--- src/rtl/cnn_ofm_writer.sv ---
// Output feature map writer: snapshots a full M x R x C map on start and streams it out as one 32-bit word per beat.
// Optional macro CNN_OFM_WRITER_RELU_EN clamps negative words (bit 31 set) to zero at the output mux.
module cnn_ofm_writer #(
  parameter int M_p      = 2,
  parameter int R_p      = 4,
  parameter int C_p      = 4,
  parameter int ADDR_W_p = 16
) (
  input  logic                clk_i,
  input  logic                reset_i,
  input  logic                start_i,
  input  logic [ADDR_W_p-1:0] base_addr_i,
  input  logic [31:0]         fm_i [M_p][R_p][C_p],
  output logic                busy_o,
  output logic                wr_valid_o,
  input  logic                wr_ready_i,
  output logic [ADDR_W_p-1:0] wr_addr_o,
  output logic [31:0]         wr_data_o,
  output logic                done_o
);

  localparam int MW = (M_p > 1) ? $clog2(M_p) : 1;
  localparam int RW = (R_p > 1) ? $clog2(R_p) : 1;
  localparam int CW = (C_p > 1) ? $clog2(C_p) : 1;

  typedef enum logic [1:0] {IDLE, SEND, DONE} state_t;

  state_t              r_state, w_state_nxt;
  logic [MW-1:0]       r_m, w_m_nxt;
  logic [RW-1:0]       r_r, w_r_nxt;
  logic [CW-1:0]       r_c, w_c_nxt;
  logic                r_valid, w_valid_nxt;
  logic                r_busy, w_busy_nxt;
  logic                r_done, w_done_nxt;
  logic [ADDR_W_p-1:0] r_addr, w_addr_nxt;
  logic [31:0]         r_data, w_data_nxt;
  logic                w_capture;
  logic                w_last;
  logic [31:0]         r_snap [M_p][R_p][C_p];

  function automatic logic [31:0] f_out(input logic [31:0] d);
`ifdef CNN_OFM_WRITER_RELU_EN
    f_out = d[31] ? 32'h0000_0000 : d;
`else
    f_out = d;
`endif
  endfunction

  // Next beat is precomputed so every output leaves a flop; the address walks linearly
  // because m-major/r/c order makes base + m*R*C + r*C + c just base plus the beat count.
  always_comb begin
    w_state_nxt = r_state;
    w_m_nxt     = r_m;
    w_r_nxt     = r_r;
    w_c_nxt     = r_c;
    w_valid_nxt = r_valid;
    w_busy_nxt  = r_busy;
    w_done_nxt  = 1'b0;
    w_addr_nxt  = r_addr;
    w_data_nxt  = r_data;
    w_capture   = 1'b0;
    w_last      = (int'(r_m) == M_p - 1) && (int'(r_r) == R_p - 1) && (int'(r_c) == C_p - 1);
    unique case (r_state)
      IDLE: begin
        w_valid_nxt = 1'b0;
        w_busy_nxt  = 1'b0;
        if (start_i) begin
          w_capture   = 1'b1;
          w_state_nxt = SEND;
          w_m_nxt     = '0;
          w_r_nxt     = '0;
          w_c_nxt     = '0;
          w_valid_nxt = 1'b1;
          w_busy_nxt  = 1'b1;
          w_addr_nxt  = base_addr_i;
          w_data_nxt  = f_out(fm_i[0][0][0]);
        end
      end
      SEND: begin
        if (wr_ready_i) begin
          if (w_last) begin
            w_state_nxt = DONE;
            w_valid_nxt = 1'b0;
            w_done_nxt  = 1'b1;
          end else begin
            if (int'(r_c) == C_p - 1) begin
              w_c_nxt = '0;
              if (int'(r_r) == R_p - 1) begin
                w_r_nxt = '0;
                w_m_nxt = r_m + MW'(1);
              end else begin
                w_r_nxt = r_r + RW'(1);
              end
            end else begin
              w_c_nxt = r_c + CW'(1);
            end
            w_addr_nxt = r_addr + ADDR_W_p'(1);
            w_data_nxt = f_out(r_snap[w_m_nxt][w_r_nxt][w_c_nxt]);
          end
        end
      end
      DONE: begin
        w_state_nxt = IDLE;
        w_valid_nxt = 1'b0;
        w_busy_nxt  = 1'b0;
      end
      default: begin
        w_state_nxt = IDLE;
        w_valid_nxt = 1'b0;
        w_busy_nxt  = 1'b0;
      end
    endcase
  end

  always_ff @(posedge clk_i or negedge reset_i) begin
    if (!reset_i) begin
      r_state <= IDLE;
      r_m     <= '0;
      r_r     <= '0;
      r_c     <= '0;
      r_valid <= 1'b0;
      r_busy  <= 1'b0;
      r_done  <= 1'b0;
      r_addr  <= '0;
      r_data  <= '0;
    end else begin
      r_state <= w_state_nxt;
      r_m     <= w_m_nxt;
      r_r     <= w_r_nxt;
      r_c     <= w_c_nxt;
      r_valid <= w_valid_nxt;
      r_busy  <= w_busy_nxt;
      r_done  <= w_done_nxt;
      r_addr  <= w_addr_nxt;
      r_data  <= w_data_nxt;
    end
  end

  // Snapshot lets the upstream datapath reuse its map storage while this burst drains.
  always_ff @(posedge clk_i or negedge reset_i) begin
    if (!reset_i) begin
      for (int m = 0; m < M_p; m++)
        for (int r = 0; r < R_p; r++)
          for (int c = 0; c < C_p; c++)
            r_snap[m][r][c] <= '0;
    end else if (w_capture) begin
      r_snap <= fm_i;
    end
  end

  assign busy_o     = r_busy;
  assign wr_valid_o = r_valid;
  assign wr_addr_o  = r_addr;
  assign wr_data_o  = r_data;
  assign done_o     = r_done;

endmodule
--- config.mk ---
export PLATFORM = sky130hd
export DESIGN_NAME = cnn_ofm_writer
export DESIGN_NICKNAME = d
export VERILOG_FILES = /design/src/rtl/cnn_ofm_writer.sv
export SDC_FILE = /design/constraint.sdc
export NUM_CORES = 2
export LEC_CHECK = 0
export ABC_CLOCK_PERIOD_IN_PS = 4050
export CAP_MARGIN = 10
export CORE_AREA = 2 2 420 422
export DETAILED_ROUTE_END_ITERATION = 8
export DIE_AREA = 0 0 422 424
export PLACE_DENSITY = 0.6
export SETUP_SLACK_MARGIN = 0.02
export SYNTH_ARGS = -nofsm -noshare
export SYNTH_HDL_FRONTEND = slang
export SYNTH_SLANG_ARGS = --single-unit
--- constraint.sdc ---
create_clock -name clk_i -period 4.05 [get_ports clk_i]
set_input_delay 0.6075 -clock clk_i [delete_from_list [all_inputs] [get_ports clk_i]]
set_output_delay 0.6075 -clock clk_i [all_outputs]
set_load 0.01 [all_outputs]
==> flow_metrics.py <==
metrics = {
    "cts": {
        "root_buffer": "clkbuf_16",
        "clock_latency_ns": 0.79,
        "tritoncts": "done",
        "htree_levels": 4,
        "cts_inserted_buffers": 132,
        "path_clk_slew_ns": 0.06,
        "cts_num_sinks": 1082,
        "clock_path_buffers": 3,
    },
    "global_route": {
        "grt_max_degree": 117,
        "grt_overflow": 0,
        "grt_pass1_vias": 37772,
        "antenna_found_initial": 113,
        "grtUsageTotal_pct": 25.7,
        "grt_pass1_wl_mm": 317,
    },
    "die": {
        "die_area_um2": 179000,
        "start_util_pct": 27.9,
        "num_rows": 154,
        "die_w_um": 422,
        "die_h_um": 424,
        "io_pins": 1095,
        "core_um2": 175000,
    },
    "drt": {
        "ant_nets": 0,
        "route.vias.total": 37285,
        "drtIter0Drc": 3171,
        "drc": 0,
        "routed_wl_mm": 235,
        "vias_per_cell": 5.09,
        "wire_per_inst_um": 32.1,
        "drtPass1Iterations": 8,
    },
    "synth": {
        "synth_fp_nets": 4740,
        "synth_flop_cell": "dfrtp_1",
        "synth.yosys.warnings": 0,
        "synth_edf_count": 0,
        "synth_area_um2": 48800,
        "ys_seq_elements": 1082,
        "synth_cell_types": 47,
        "synthArstFlopShare_pct": 100,
        "synthCells": 3692,
        "ys_seq_area_share_pct": 55.5,
        "synth_area_per_cell_um2": 13.2,
    },
    "place": {
        "dp_slack_ns": 0.0487,
        "dp_hpwl_mm": 186,
        "gp_congestion": 0.929,
        "portBuffers": 1094,
        "dp.cells": 7034,
    },
    "sta": {
        "setup_slack_ns": 0.281,
        "maxSlewHeadroom_pct": 37.6,
        "setup_viol": 0,
        "clock_skew_ns": 0.0283,
        "hold_viol_final": 0,
        "worstMarginPinSlew_ns": 0.933,
        "rsz0062_at_grt": "false",
        "drv_slew": 0,
        "max_freq_mhz": 265,
        "fin_crit_ns": 3.77,
        "whs_ns": 0.372,
        "tns_ns": 0,
        "period_share_pct": 93.1,
    },
    "critical_path": {
        "critPathRequiredTime_ns": 4.72,
        "cp_max_fo": 26,
        "crit_arrival_ns": 4.44,
        "timing_worst_setup_path_type": "reg2reg",
        "startpoint_type": "register",
        "cp-end-kind": "register",
    },
    "finish": {
        "final_common_cell": "clkdlybuf4s50_1",
        "drive_gt1_share_pct": 31.7,
        "stdcell_count": 7320,
        "layout.nets": 5876,
        "final_cell_mix": "1093 x clkdlybuf4s50_1, 1082 x dfrtp_1, 1025 x mux2_2",
        "fillCellCount": 16949,
        "synthToLayoutAreaGrowth_pct": 39.6,
    },
    "power_and_ir_drop": {
        "leakage_nw": 27.3,
        "p_per_area_nw_per_um2": 801,
        "ir_worst_vdd_mv": 0.420,
    },
    "run": {
        "max-cap-violations": 0,
    },
    "hold_path": {
        "hold_path_class": "in2async",
    },
    "outcome": {
        "status": "completed",
    },
}
-- metal layers --
layer	part of all wire (%)	vias up	routed length (µm)	global-route usage, %
met2	49	1537	115000	42.3
met1	41	19571	96100	32.4
li1	-	15763	-	-
met5	0.087	-	204	0
met4	4.1	32	9720	11.9
met3	5.8	382	13700	5.23
-- kinds of logic (layout without fill, tap and decap cells) --
group | count (synthesis) | in the layout | share of synthesized area (%)
other | 0 | 62 | 0
AOI/OAI and AO/OA | 274 | 274 | 3.83
muxes | 1191 | 1191 | 30.6
and+or+nand+nor | 870 | 870 | 7.65
buffers and inverters | 271 | 1497 | 2.27
DFF | 1082 | 1082 | 55.5
adders and majority gates | 4 | 4 | 0.103
-- worst max-delay path, cell delays in order (launching register included) --
cell and delay, ns:
dfrtp_1 0.48, ha_1 0.33, ha_1 0.36, mux2i_4 0.31
buf_12 0.28, buf_4 0.30, mux4_2 0.52, a221oi_1 0.38
nor2_1 0.31, o32a_1 0.35
-- where the power goes --
| group | switching (mW) | total [mW] | internal (mW) |
|---|---|---|---|
| registers | 3.93 | 20.3 | 16.3 |
| logic | 11.5 | 22.1 | 10.7 |
| clock network | 4.92 | 12.1 | 7.21 |
| total | 20.3 | 54.5 | 34.2 |
-- sequential cells by signal, summed over array words and instances, names as in the netlist --
| signal | flops |
|---|---|
| r_m | 1 |
| done_o | 1 |
| r_snap | 1024 |
| r_state | 2 |
| r_r | 2 |
| wr_valid_o | 1 |
| r_c | 2 |
| busy_o | 1 |
| wr_data_o | 32 |
| wr_addr_o | 16 |
-- synth_stat cells (3+ instances only) --
| cell | instances | area share, % |
|---|---|---|
| o21ai_1 | 20 | 0.21 |
| ha_1 | 4 | 0.10 |
| dfrtp_1 | 1082 | 56 |
| a31oi_1 | 12 | 0.15 |
| a221o_1 | 4 | 0.082 |
| nor2b_1 | 3 | 0.038 |
| nand2b_1 | 5 | 0.064 |
| mux2i_1 | 26 | 0.53 |
| a21oi_1 | 93 | 0.95 |
| and3_1 | 7 | 0.090 |
| nor2_1 | 48 | 0.37 |
| o22ai_1 | 6 | 0.077 |
| mux4_2 | 138 | 6.4 |
| o32a_1 | 29 | 0.60 |
| a21o_1 | 5 | 0.077 |
| buf_2 | 52 | 0.53 |
| o21ai_0 | 19 | 0.20 |
| nand2_1 | 488 | 3.8 |
| and4_1 | 4 | 0.072 |
| o211ai_1 | 7 | 0.11 |
| buf_4 | 6 | 0.092 |
| o2111ai_1 | 7 | 0.13 |
| a221oi_1 | 40 | 0.72 |
| mux2_2 | 1027 | 24 |
| clkbuf_1 | 202 | 1.6 |
| a41oi_1 | 3 | 0.054 |
| buf_1 | 10 | 0.077 |
| o31ai_1 | 4 | 0.062 |
| nand3_1 | 306 | 3.1 |
| a22oi_1 | 10 | 0.15 |
| o22a_1 | 3 | 0.054 |
-- final timing paths --
| path | start | end | slack [ns] | depth (start not counted) |
|---|---|---|---|---|
| max | r_r[0] | wr_data_o[29] | 0.28 | 9 |
| min | reset_i | r_snap[100] | 0.37 | 2 |
| max reg2reg | r_r[0] | wr_data_o[29] | 0.28 | 9 |
| min reg2reg | busy_o | busy_o | 0.48 | 1 |
| max in group asynchronous | reset_i | r_snap[182] | 2.44 | 4 |
| min in group clk_i | fm_i[330] | r_snap[330] | 0.42 | 2 |
-- cell type report --
| cell class | count | area [µm²] | area share (%) |
|---|---|---|---|
| sequential | 1082 | 27100 | 39.8 |
| multi-input combinational | 2339 | 20700 | 30.4 |
| timing repair buffer | 1272 | 12800 | 18.8 |
| clock buffer | 183 | 3810 | 5.60 |
| tap | 2340 | 2930 | 4.30 |
| clock inverter | 41 | 551 | 0.809 |
| antenna | 62 | 155 | 0.228 |
| inverter | 1 | 3.75 | 0.00551 |
-- repair_timing --
action / CTS / global route
hold buffers: 1 / 0
endpoints found under the setup margin: 0 / 2
hold endpoints to repair: 48 / 0
buffers inserted: 0 / 0
resized for setup: 0 / 2
-- through the flow --
step	power (mW)	utilization (%)	area, µm²
after global placement	42.4	36.3	63600
after global routing	57.3	38.9	68100
final	54.5	38.9	68100
after floorplan	31.1	-	48800
after detailed placement	42.8	36.3	63600
after CTS	55.2	38.8	67900
(Power assumes the default switching activity.)
